==> src/rtl/rb_arbiter.sv <==
// -----------------------------------------------------------------------------
// rb_arbiter -- irrigation tank/zone controller with round-robin zone grant.
//
// A single Moore FSM serves two watering zones (sprinkler, drip) from a tank
// that is refilled through an inlet valve. A grant is held for at most MAX_RUN
// cycles and is always followed by COOLDOWN idle cycles. Implausible level
// sensor codes force an error state that is left only after ERR_HOLD
// consecutive plausible samples.
//
// Ports
//   clock              sole clock, rising edge
//   reset_n            asynchronous active-low reset
//   H, M, L            tank level sensors (1 = water at or above that level)
//   req_spr, req_drip  zone watering requests (level signals)
//   gnt_spr, gnt_drip  grant to the zone being served
//   pump               pump enable, high exactly while a zone is granted
//   valve_spr          sprinkler valve
//   valve_in           tank inlet valve
//   err                level sensor fault indication
//   busy               high whenever the FSM is not IDLE
//   state              current state encoding (debug/display)
// -----------------------------------------------------------------------------
module rb_arbiter #(
  parameter int unsigned MAX_RUN  = 16,
  parameter int unsigned COOLDOWN = 4,
  parameter int unsigned ERR_HOLD = 3
) (
  input  logic       clock,
  input  logic       reset_n,
  input  logic       H,
  input  logic       M,
  input  logic       L,
  input  logic       req_spr,
  input  logic       req_drip,
  output logic       gnt_spr,
  output logic       gnt_drip,
  output logic       pump,
  output logic       valve_spr,
  output logic       valve_in,
  output logic       err,
  output logic       busy,
  output logic [2:0] state
);

  localparam int unsigned RUN_W  = $clog2(MAX_RUN + 1);
  localparam int unsigned COOL_W = $clog2(COOLDOWN + 1);
  localparam int unsigned HOLD_W = $clog2(ERR_HOLD + 1);

  localparam logic [RUN_W-1:0]  RUN_MAX   = RUN_W'(MAX_RUN);
  localparam logic [COOL_W-1:0] COOL_MAX  = COOL_W'(COOLDOWN);
  localparam logic [HOLD_W-1:0] HOLD_LAST = HOLD_W'(ERR_HOLD - 1);

  typedef enum logic [2:0] {
    S_IDLE = 3'd0,
    S_FILL = 3'd1,
    S_SPR  = 3'd2,
    S_DRIP = 3'd3,
    S_COOL = 3'd4,
    S_ERR  = 3'd5
  } state_e;

  state_e              state_q, state_d;
  logic [RUN_W-1:0]    run_q, run_d;     // cycles spent in the current grant
  logic [COOL_W-1:0]   cool_q, cool_d;   // cycles spent in COOL
  logic [HOLD_W-1:0]   ok_q, ok_d;       // consecutive plausible codes in ERR
  logic                last_spr_q, last_spr_d;  // 1: sprinkler served last

  logic level_ok;
  logic spr_elig;
  logic drip_elig;
  logic grant_req;

  // The tank fills bottom-up, so only "thermometer" codes are physically valid.
  assign level_ok  = ({H, M, L} == 3'b000) || ({H, M, L} == 3'b001) ||
                     ({H, M, L} == 3'b011) || ({H, M, L} == 3'b111);
  assign spr_elig  = req_spr & M;
  assign drip_elig = req_drip & L;
  assign grant_req = (state_q == S_SPR) ? req_spr : req_drip;

  // ---------------------------------------------------------------------------
  // Next-state logic
  // ---------------------------------------------------------------------------
  always_comb begin
    // NOTE: every signal written here gets a default first, so no path through
    // the case can leave it unassigned and infer a latch.
    state_d    = state_q;
    run_d      = run_q;
    cool_d     = cool_q;
    ok_d       = ok_q;
    last_spr_d = last_spr_q;

    case (state_q)
      S_IDLE: begin
        if (!L) begin
          state_d = S_FILL;
        end else if (spr_elig && drip_elig) begin
          state_d = last_spr_q ? S_DRIP : S_SPR;
        end else if (spr_elig) begin
          state_d = S_SPR;
        end else if (drip_elig) begin
          state_d = S_DRIP;
        end else if (req_spr || !H) begin
          // Sprinkler wants water but the tank is below M, or tank not full.
          state_d = S_FILL;
        end
        // The first granted cycle already counts as cycle 1.
        if (state_d == S_SPR || state_d == S_DRIP) begin
          run_d = RUN_W'(1);
        end
      end

      S_FILL: begin
        if (H) begin
          state_d = S_IDLE;
        end
      end

      S_SPR, S_DRIP: begin
        if (!grant_req || !L || run_q == RUN_MAX) begin
          state_d    = S_COOL;
          cool_d     = COOL_W'(1);
          last_spr_d = (state_q == S_SPR);
        end else begin
          run_d = run_q + RUN_W'(1);
        end
      end

      S_COOL: begin
        if (cool_q == COOL_MAX) begin
          state_d = S_IDLE;
        end else begin
          cool_d = cool_q + COOL_W'(1);
        end
      end

      S_ERR: begin
        if (!level_ok) begin
          ok_d = '0;
        end else if (ok_q == HOLD_LAST) begin
          state_d = S_FILL;
          ok_d    = '0;
        end else begin
          ok_d = ok_q + HOLD_W'(1);
        end
      end

      default: state_d = S_IDLE;  // unused encodings 6-7
    endcase

    // A sensor fault outranks every other transition.
    if (state_q != S_ERR && !level_ok) begin
      state_d = S_ERR;
      ok_d    = '0;
      if (state_q == S_SPR || state_q == S_DRIP) begin
        last_spr_d = (state_q == S_SPR);
      end
    end
  end

  // ---------------------------------------------------------------------------
  // State registers
  // ---------------------------------------------------------------------------
  always_ff @(posedge clock or negedge reset_n) begin
    if (!reset_n) begin
      state_q    <= S_IDLE;
      run_q      <= '0;
      cool_q     <= '0;
      ok_q       <= '0;
      last_spr_q <= 1'b0;
    end else begin
      // NOTE: non-blocking assignments so every register samples the values
      // from before this edge, independent of statement order.
      state_q    <= state_d;
      run_q      <= run_d;
      cool_q     <= cool_d;
      ok_q       <= ok_d;
      last_spr_q <= last_spr_d;
    end
  end

  // ---------------------------------------------------------------------------
  // Moore output decode (registered state only)
  // ---------------------------------------------------------------------------
  always_comb begin
    gnt_spr   = 1'b0;
    gnt_drip  = 1'b0;
    pump      = 1'b0;
    valve_spr = 1'b0;
    valve_in  = 1'b0;
    err       = 1'b0;
    case (state_q)
      S_FILL: valve_in = 1'b1;
      S_SPR: begin
        gnt_spr   = 1'b1;
        pump      = 1'b1;
        valve_spr = 1'b1;
      end
      S_DRIP: begin
        gnt_drip = 1'b1;
        pump     = 1'b1;
      end
      S_ERR:   err = 1'b1;
      default: ;
    endcase
  end

  assign busy  = (state_q != S_IDLE);
  assign state = state_q;

endmodule

==> config.mk <==
export PLATFORM = sky130hd
export DESIGN_NAME = rb_arbiter
export DESIGN_NICKNAME = d
export VERILOG_FILES = /design/src/rtl/rb_arbiter.sv
export SDC_FILE = /design/constraint.sdc
export NUM_CORES = 1
export LEC_CHECK = 0
export CAP_MARGIN = 10
export CORE_ASPECT_RATIO = 0.7
export CORE_MARGIN = 1
export CORE_UTILIZATION = 25
export CTS_BUF_LIST = sky130_fd_sc_hd__clkbuf_16
export DETAILED_ROUTE_END_ITERATION = 10
export GPL_ROUTABILITY_DRIVEN = 0
export SETUP_SLACK_MARGIN = 0.15
export SYNTH_ARGS = -nofsm -noshare
export SYNTH_HDL_FRONTEND = slang
export SYNTH_SLANG_ARGS = --single-unit
==> constraint.sdc <==
create_clock -name clock -period 2.45 [get_ports clock]
set_clock_uncertainty 0.05 [all_clocks]
set_input_delay 0.3675 -clock clock [delete_from_list [all_inputs] [get_ports clock]]
set_output_delay 0.3675 -clock clock [all_outputs]
set_load 0.05 [all_outputs]
Yosys cells after proc, flatten, opt, wreduce, memory -nomap -nowiden
Cells that the tools add are included.

storage, ports and cells
  bits in read-only memories = 0
  logic and storage cells = 91
  latch bits = 0
  output and inout bits = 10
  register bits = 14
  memory bits (writable) = 0
  memories = 0

operators by class
  multiply operators = 0
  bitwise logic cells = 2
  equality and inequality tests = 23
  mux-type cells = 34
  order comparisons = 0
  reduce and logical (&&, ||, !) cells = 24
  add/sub/neg operators = 3
  div/mod/pow operators = 0
  shift-type cells = 0

operators by type and width
  cell                   number
  $mux W3                14
  $eq A3 B2 Y1 const B   5
  $ne A3 B3 Y1 const B   5
  $pmux W3 S5            1
  $eq A3 B3 Y1 const B   4
  $mux W1                11
  $mux W5                2
  $pmux W5 S2            1
  $logic_or A1 B1 Y1     8
  $mux W2                4
  $eq A3 B1 Y1 const B   2
  $logic_not A3 Y1       2
  $ne A2 B2 Y1 const B   3
  $pmux W3 S2            1
  $reduce_and A3 Y1      2
  $reduce_bool A2 Y1     3
  $add A5 B1 Y5 const B  1
  $eq A5 B5 Y1 const B   1
  $reduce_and A5 Y1      1
  $logic_not A1 Y1       4
  $add A3 B1 Y3 const B  1
  $ne A3 B1 Y1 const B   1
  $reduce_bool A3 Y1     1
  $add A2 B1 Y2 const B  1
  5 further kinds        7

Depth between registers and ports, before layout
Gate-level depths: netlist of the first run.

  depth in word-level cells = 12
  mapped depth = 7
  gate-level depth less buffers = 7

Worst setup path after synthesis of the first run
No wires, ideal clock.

  kind = reg2out
  from = register state_q[0], in the netlist state[0]
  to = output port valve_in
  setup slack = -0.037 ns
  required time = 2.033 ns
  stages on the path, launching flop included = 3
  arrival = 2.069 ns
  path through = dfrtp_1 > buf_2 > nor3b_1

on the way
  longest elaborated chain between the ends = 2

ends and longest elaborated chain
  what                    line  text
  start, declared         62    state_e state_q, state_d;
  start signal, assigned  173   state_q <= state_d;
  $eq A3 B1 Y1            191   case (state_q)
  $mux W1                 191
  end, declared           39    output logic valve_in,

No other way between the ends.

Worst setup path in the final report of the first run
  from = register state_q[0], in the netlist state[0]
  to = output port state[0]

RTL lines
  what           line  text
  end, declared  42    output logic [2:0] state

No word-level cell between the ends.

==> metrics, run 1 <==
worst hold margin=0.4408 ns; later-pin clock latency in the skew report=0.24 ns; post-route ant nets=0; Worst setup EP type=primary output; max-slew violation count=0; R2R Path Start=run_q[0]; vias in the first global route=roughly 690; DIE HEIGHT=~52 µm; largest net degree at the start of global routing=15; CTS H-tree lvls=1; Num CTS Buffers=3; Post-CTS Setup Inserts=0; Routed Wire Length=between 1.5 and 2 mm; 1st-pass router iterations=4; routed len/inst=12.02 µm; grt ovf=0; clock buffer depth=2; CP max stage cell=clkdlybuf4s50_1; initial antenna violation count=0; Initial Util=~27%; #FFs+latches synth=14; Sequential Area=350.3 µm²; Root Buffer=clkbuf_16; Final Critical Period=2.098 ns; main flop type after synthesis=dfrtp_1; fin nets=about 130; worst slew pin tran=roughly 0.64 ns; drt via density=roughly 4.8; Yosys Warn Count=0; setup TNS=0 ns; Synth top area share=approximately two fifths; Synth Net Count=about 110; fin cells=~170; max cap viols=0; Final Hold Vio Count=0; CP required=approximately 2.0 ns; total core area=roughly 3300 µm²; via count=between 700 and 800; Fillers=353; DRC Markers=0; achievable frequency=476.7 MHz; async set-reset flop share out of synthesis=100.0%; TritonCTS clock tree=yes; CP Launch Type=register; Post-Syn Instances=101; Worst path max stage delay=0.88 ns; hold path start=run_q[4]; P_leak=0.5703 nW; placed insts=162; Die W=between 70 and 80 µm; fraction of layout cells with a size suffix above 1=11.02%; leading area contributor after synthesis=dfrtp_1; CP Class=register to primary output; most common cell after layout, fill and taps aside=dfrtp_1; RSZ-0062 raised after global routing=no; gr usage total=11.44%; Seq/Total Area, Yosys=39.22%; clock sinks=14; R2R cell count=7; top cells by area, synth=dfrtp_1, ha_1, a21oi_1, o21ai_0, nor2_1; family with the most delay on the worst path=buffers and inverters; Max VDD drop=about 0.00035 V; CP startpoint=state[0]; DRT iter0 DRCs=28; worst path arrival time=1.68 ns; port buffer count=16; # IOs=17; pwr dens=roughly 1100 nW/µm²; ANT cells=0; hold depth=1; Synth Area per Inst=~9 µm²; Synth cell types=32; critical path cell sequence=clkdlybuf4s50_1; most frequent cells in the layout=dfrtp_1, a21oi_1, o21ai_0, clkdlybuf4s50_1; footprint of the multi-input gates=slightly below 500 µm²; setup violators final=0; row count=17; HP Class=register to register; post-DP HPWL=between 1.5 and 2 mm; Slew Limit Headroom=a little under three fifths; fin crit share=85.62%; P&R area growth vs syn=31.93%; worst-path maximum fanout=12; Final Util=a little over a third; number of enable flip-flop cells after synthesis=0; run status=finished clean; first-pass GRT wire length=around 3.2 mm; Mapped Area=between 800 and 900 µm²; clock-pin slew on the worst setup and hold paths=around 0.040 ns; Worst path depth=1; Die Footprint=3821 µm²; worst path buffer plus inverter count=1
==> metal layers <==
layer	share of wire (%)	global-route usage (%)	vias up
met5	0	0	-
met2	47	17.89	17
li1	-	-	389
met1	48	14.96	380
met3	4.5	4.651	2
met4	0.50	1.923	0
==> synthesized netlist by cell type (all sizes together), types with 2 or more instances <==
master and n:
and2 2, nor3 2, a21oi 9, nor3b 3
ha 4, nand2b 5, mux2i 3, buf 3
o211ai 2, nand2 8, nand3 4, dfrtp 14
nand4 2, xor2 2, inv 8, o21ai 10
and3 2, nor2 9
==> final cells by class <==
type / count / area share (%)
Sequential cell: 14 / 29.72
Inverter: 8 / 2.548
Tap cell: 47 / 4.989
Multi-Input combinational cell: 76 / 42.14
Timing Repair Buffer: 17 / 14.23
Clock buffer: 3 / 6.369
==> per-stage QoR <==
step	total power [mW]	instance area (µm²)	setup WS, ns
floorplan	0.7902	900.9	0.1814
global placement	0.9350	1099	0.3555
global route	1.337	1179	0.2768
finish	1.246	1179	0.3523
detailed placement	0.9533	1099	0.3633
CTS	1.266	1171	0.1594
==> state kept, by name (all words and copies together) (netlist names), named ones only <==
register,flops
cool_q,3
state,3
run_q,5
ok_q,2
==> where the power goes <==
part / switching [mW] / internal, mW / leakage, nW
Clock: 0.0904 / 0.213 / 0.0370
Sequential: 0.0884 / 0.301 / 0.177
Combinational: 0.339 / 0.215 / 0.356
Total: 0.517 / 0.729 / 0.570
==> cells by family after synthesis <==
| kind of cell | synth area share (%) |
|---|---|
| buffers and inverters | 6.022 |
| XOR/XNOR | 2.942 |
| AND/OR/NAND/NOR | 27.87 |
| multiplexers | 3.361 |
| AO/OA/AOI/OAI | 14.99 |
| flip-flops | 39.22 |
| adder cells (fa/ha/maj) | 5.602 |
==> path summary, 6_finish.rpt <==
check,end,slack (ns)
hold reg to reg,run_q[4],0.44
hold / removal,run_q[4],0.44
setup reg to reg,run_q[3],0.64
min in group asynchronous,state[0],0.47
setup / recovery,state[0],0.35
max in group asynchronous,ok_q[0],1.46
==> timing repair <==
| item | CTS | global route |
|---|---|---|
| pin swaps | 0 | 0 |
| gates resized for setup | 2 | 3 |
| hold buffers | 0 | 0 |
| endpoints found under the setup margin | 2 | 3 |
No activity file was read; power rests on OpenSTA's default activity.
==> inputs of run 2 (changes only) <==
- CORE_ASPECT_RATIO: 0.7 -> 1.2
==> run 2 against run 1 <==
Net effect:
- clock power is 2% higher
- global-route usage is 0.26 points lower
- routed wire length is 1.9% lower
- core utilization is 1.3 points lower
- critical path depth is 1 higher
- sequential share of layout area is 0.29 points higher
- combinational power is 3% higher
- clock-buffer cell count stayed put
- non-clock buffer count stayed put
- maximum frequency is 3.4% lower
- first-iteration DRC count is 32% lower
- critical path type unchanged
- largest power group unchanged
==> metrics, run 2 (same netlist as run 1, synthesis figures left out) <==
run status=finished clean; most frequent cells in the layout=dfrtp_1, clkdlybuf4s50_1, a21oi_1, o21ai_0; setup violators final=0 (unchanged); Die W=56.57 µm (-23%); RSZ-0062 raised after global routing=no; post-DP HPWL=1.517 mm (-2.3%); worst hold margin=0.4265 ns (-0.01434 ns); Largest register FFs=5 (unchanged); port buffer count=16 (unchanged); DRC Markers=0 (unchanged); sequential fraction of design power=30.4% (-0.8 points); Die Footprint=3818 µm² (about the same); fin nets=131 (unchanged); Worst setup EP type=primary output; hold depth=1 (unchanged); worst-path maximum fanout=9 (-3); hold path endpoint=run_q[4]; achievable frequency=460.3 MHz (-3.4%); worst reg2reg endpoint=run_q[3]; Setup WS post-layout=0.2776 ns (-0.07464 ns); DRT iter0 DRCs=19 (-32%); P_leak=0.5576 nW (-2.2%); Comb power frac=45.0% (+0.6 points); # IOs=17 (unchanged); Root Buffer=clkbuf_16; drt via density=4.942 (+3.5%); gr usage total=11.18% (-0.26 points); 1st-pass router iterations=4 (unchanged); placed insts=152 (-6.2%); pwr dens=1083 nW/µm² (+2.4%); setup TNS=0 ns (unchanged); clock-pin slew on the worst setup and hold paths=0.05 ns (about the same); TritonCTS clock tree=yes; fin cells=156 (-5.5%); CP Launch Type=register; Slew Limit Headroom=56.49% (-0.47 points); worst path arrival time=1.75 ns (+0.07 ns); P_int=0.7421 mW (+1.9%); CP startpoint=state[0]; Routed Wire Length=1.946 mm (-1.9%); fraction of layout cells with a size suffix above 1=10.92% (-0.093 points); fin crit share=88.67% (+3.0 points); max cap viols=0 (unchanged); most common cell after layout, fill and taps aside=dfrtp_1; routed len/inst=12.47 µm (+3.8%); clock power share=24.5% (about the same); CP Class=register to primary output; total core area=3367 µm² (+2.8%); via count=771 (-2.2%); initial antenna violation count=0 (unchanged); Initial Util=26.53% (-0.74 points); HP Class=register to register; Final Hold Vio Count=0 (unchanged); R2R cell count=7 (unchanged); grt ovf=0 (unchanged); worst slew pin tran=0.6506 ns (+0.007071 ns); CP required=2.03 ns (about the same); Final Util=34.67% (-1.3 points); Final Critical Period=2.172 ns (+0.07464 ns); Biggest register=run_q; DIE HEIGHT=67.49 µm (+30%); first-pass GRT wire length=3.263 mm (+0.83%); ANT cells=0 (unchanged); switching share of power=41.28% (-0.24 points); CTS H-tree lvls=1 (unchanged); largest net degree at the start of global routing=15 (unchanged); row count=23 (+6); Max VDD drop=0.0005601 V (+59%); R2R Path Start=run_q[0]; later-pin clock latency in the skew report=0.25 ns (about the same); Num CTS Buffers=3 (unchanged); hold path start=run_q[4]; vias in the first global route=750 (+8.9%); clock sinks=14 (unchanged); P&R area growth vs syn=30.67%; max-slew violation count=0 (unchanged); r2r setup slk=0.59 ns (-0.05 ns); post-route ant nets=0 (unchanged); Setup Slack @ Placement=0.3741 ns (+0.01080 ns); P_sw=0.5217 mW (+0.83%); clock buffer depth=2 (unchanged)
[run 2: power by group through the flow]
stage | clock [mW] | sequential (mW) | combinational [mW]
after detailed placement | 0 | 0.388 | 0.572
after global placement | 0 | 0.384 | 0.563
final | 0.310 | 0.385 | 0.569
after CTS | 0.321 | 0.384 | 0.573
after global routing | 0.328 | 0.395 | 0.630
after floorplan | 0 | 0.411 | 0.379
[run 2: worst max-delay path by stage]
| stage | to | cells past startpoint |
|---|---|---|
| after CTS | valve_spr | 3 |
| after global placement | pump | 3 |
| after global routing | valve_in | 2 |
| final | valve_in | 2 |
| after floorplan | gnt_drip | 4 |
| after detailed placement | pump | 3 |
[run 2: cell type report]
class                   instances  area, µm²
clock buffers                   3      75.07
clock inverters                 1      3.754
fillers                       336       2200
inverters                       8      30.03
multi-input cells              76      496.7
flip-flops and latches         14      350.3
well taps                      37      46.29
repair buffers                 17      165.2
[run 2: worst max-delay path, stage by stage, from the launching register on]
cell and delay (ns):
dfrtp_1 0.49, nor3b_2 0.21, clkdlybuf4s50_1 0.81
[run 2: what timing repair did]
action | CTS | global route
gates cloned | 0 | 0
buffers inserted | 0 | 0
endpoints found under the setup margin | 2 | 2
hold buffers | 0 | 0
resized for setup | 2 | 2
[run 2: routing by layer]
layer	track usage, %	vias to the layer above	wire [µm]
met4	5.793	0	24
met1	13.63	372	908
met2	18.38	11	958
li1	-	385	-
met3	2.682	3	55
met5	0	-	0
[run 2: stage by stage]
step | cell area, µm² | total power, mW
after floorplan | 900.9 | 0.7902
after global placement | 1086 | 0.9466
after detailed placement | 1086 | 0.9602
after CTS | 1162 | 1.278
after global routing | 1167 | 1.353
final | 1167 | 1.264
==> inputs of run 3 (changes only) <==
- CORE_ASPECT_RATIO: 1.2 -> unset
- clock period: 2.45 -> 2.6 ns (I/O delays scaled with it)
==> run 3 against run 2 <==
Net effect:
- combinational power is 7.7% lower
- global-route usage increased by 0.47 points
- final cell count rose by 5.1%
- critical endpoint is now gnt_spr
==> metrics, run 3 (same netlist as run 1, synthesis figures left out) <==
fin crit share=between 90% and 100%; worst hold margin=0.4419 ns (+0.01544 ns); Design Area, Final=1184 µm² (+1.4%); 1st-pass router iterations=4 (unchanged); gr usage total=11.65% (+0.47 points); ANT cells=0 (unchanged); CP Class=register to primary output; Fillers=345 (+2.7%); fraction of layout cells with a size suffix above 1=8.475% (-2.4 points); worst-path maximum fanout=9 (unchanged); Routed Wire Length=1.971 mm (+1.3%); Hold Buf Count CTS=0 (unchanged); worst path arrival time=1.92 ns (+0.17 ns); max-slew violation count=0 (unchanged); Setup Slack @ Placement=0.4249 ns (+0.05086 ns); routed len/inst=12.02 µm (-3.7%); DRC Markers=0 (unchanged); Worst setup EP type=primary output; drt via density=4.744 (-4.0%); clock-pin slew on the worst setup and hold paths=0.05 ns (about the same); row count=21 (-8.7%); grt ovf=0 (unchanged); clock buffer depth=2 (unchanged); Initial Util=26.36% (-0.18 points); post-DP HPWL=1.544 mm (+1.8%); vias in the first global route=714 (-4.8%); Final Critical Period=2.361 ns; Pwr Total=1.182 mW (-6.5%); achievable frequency=423.5 MHz; largest net degree at the start of global routing=15 (unchanged); Num CTS Buffers=3 (unchanged); via count=778 (+0.91%); max cap viols=0 (unchanged); Die Footprint=3817 µm² (about the same); DIE HEIGHT=61.78 µm (-8.5%); CP required=2.16 ns (+0.13 ns); Biggest register=run_q; post-route ant nets=0 (unchanged); total core area=3390 µm² (+0.67%); TritonCTS clock tree=yes; fin nets=130 (-0.76%); CTS H-tree lvls=1 (unchanged); P_leak=0.5563 nW (-0.23%); P&R area growth vs syn=32.49%; Setup WS post-layout=0.2387 ns (-0.03889 ns); setup violators final=0 (unchanged); run status=finished clean; port buffer count=16 (unchanged); Largest register FFs=5 (unchanged); r2r setup slk=0.70 ns (+0.11 ns); Slew Limit Headroom=55.90% (-0.59 points); later-pin clock latency in the skew report=0.24 ns (about the same); setup TNS=0 ns (unchanged); Root Buffer=clkbuf_16; Die W=61.78 µm (+9.2%); CP Launch Type=register; Final Hold Vio Count=0 (unchanged); worst slew pin tran=0.6595 ns (+0.008879 ns); RSZ-0062 raised after global routing=no; DP Area=1092 µm² (+0.58%); DRT iter0 DRCs=35 (+16); HP Class=register to register; most common cell after layout, fill and taps aside=dfrtp_1; pwr dens=998.6 nW/µm² (-7.8%); clock sinks=14 (unchanged); most frequent cells in the layout=dfrtp_1, clkdlybuf4s50_1, nor2_1, a21oi_1, o21ai_0; initial antenna violation count=0 (unchanged); Max VDD drop=0.0002756 V (-51%); first-pass GRT wire length=3.236 mm (-0.83%); # IOs=17 (unchanged)
==> run 3: worst paths after layout <==
kind / startpoint / to / cells past startpoint
max reg2reg: run_q[0] / run_q[3] / 7
min reg2reg: run_q[4] / run_q[4] / 1
max: state[2] / gnt_spr / 3
max in group asynchronous: reset_n / ok_q[0] / 1
min in group asynchronous: reset_n / state[2] / 1
min: run_q[4] / run_q[4] / 1
==> run 3: power breakdown <==
part | switching (mW) | total [mW] | internal [mW]
Combinational | 0.315 | 0.525 | 0.210
Clock | 0.0882 | 0.292 | 0.203
Sequential | 0.0824 | 0.366 | 0.283
==> run 3: per-layer routing <==
| layer | GRT usage [%] | part of all wire (%) | vias to the layer above |
|---|---|---|---|
| li1 | - | - | 387 |
| met1 | 15.55 | 45 | 371 |
| met2 | 18.74 | 49 | 17 |
| met3 | 3.106 | 5.4 | 3 |
| met4 | 2.857 | 0.51 | 0 |
| met5 | 0 | 0 | - |
==> run 3: area by class of cell <==
cell class	instances	area, µm²	area share [%]
clock inverter	1	3.754	0.3171
clock buffer	3	75.07	6.342
sequential	14	350.3	29.60
multi-input combinational	76	499.2	42.18
tap	46	57.56	4.863
inverter	8	30.03	2.537
timing repair buffer	16	167.7	14.16
==> run 3: critical path, cell delays in order, from the launching register on <==
cell and delay (ns):
dfrtp_1 0.47, nand2b_4 0.22, nor2_1 0.14, clkdlybuf4s50_1 0.83
==> run 3: stage by stage <==
stage / utilization [%] / cells
floorplan: - / 101
global placement: 32.23 / 160
detailed placement: 32.23 / 160
CTS: 34.55 / 164
global route: 34.92 / 164
finish: 34.92 / 164
==> run 3: what timing repair did <==
item	in CTS	in global routing
setup endpoints to repair	0	4
hold endpoints to repair	0	0
buffers inserted	0	0
gates resized for setup	0	4
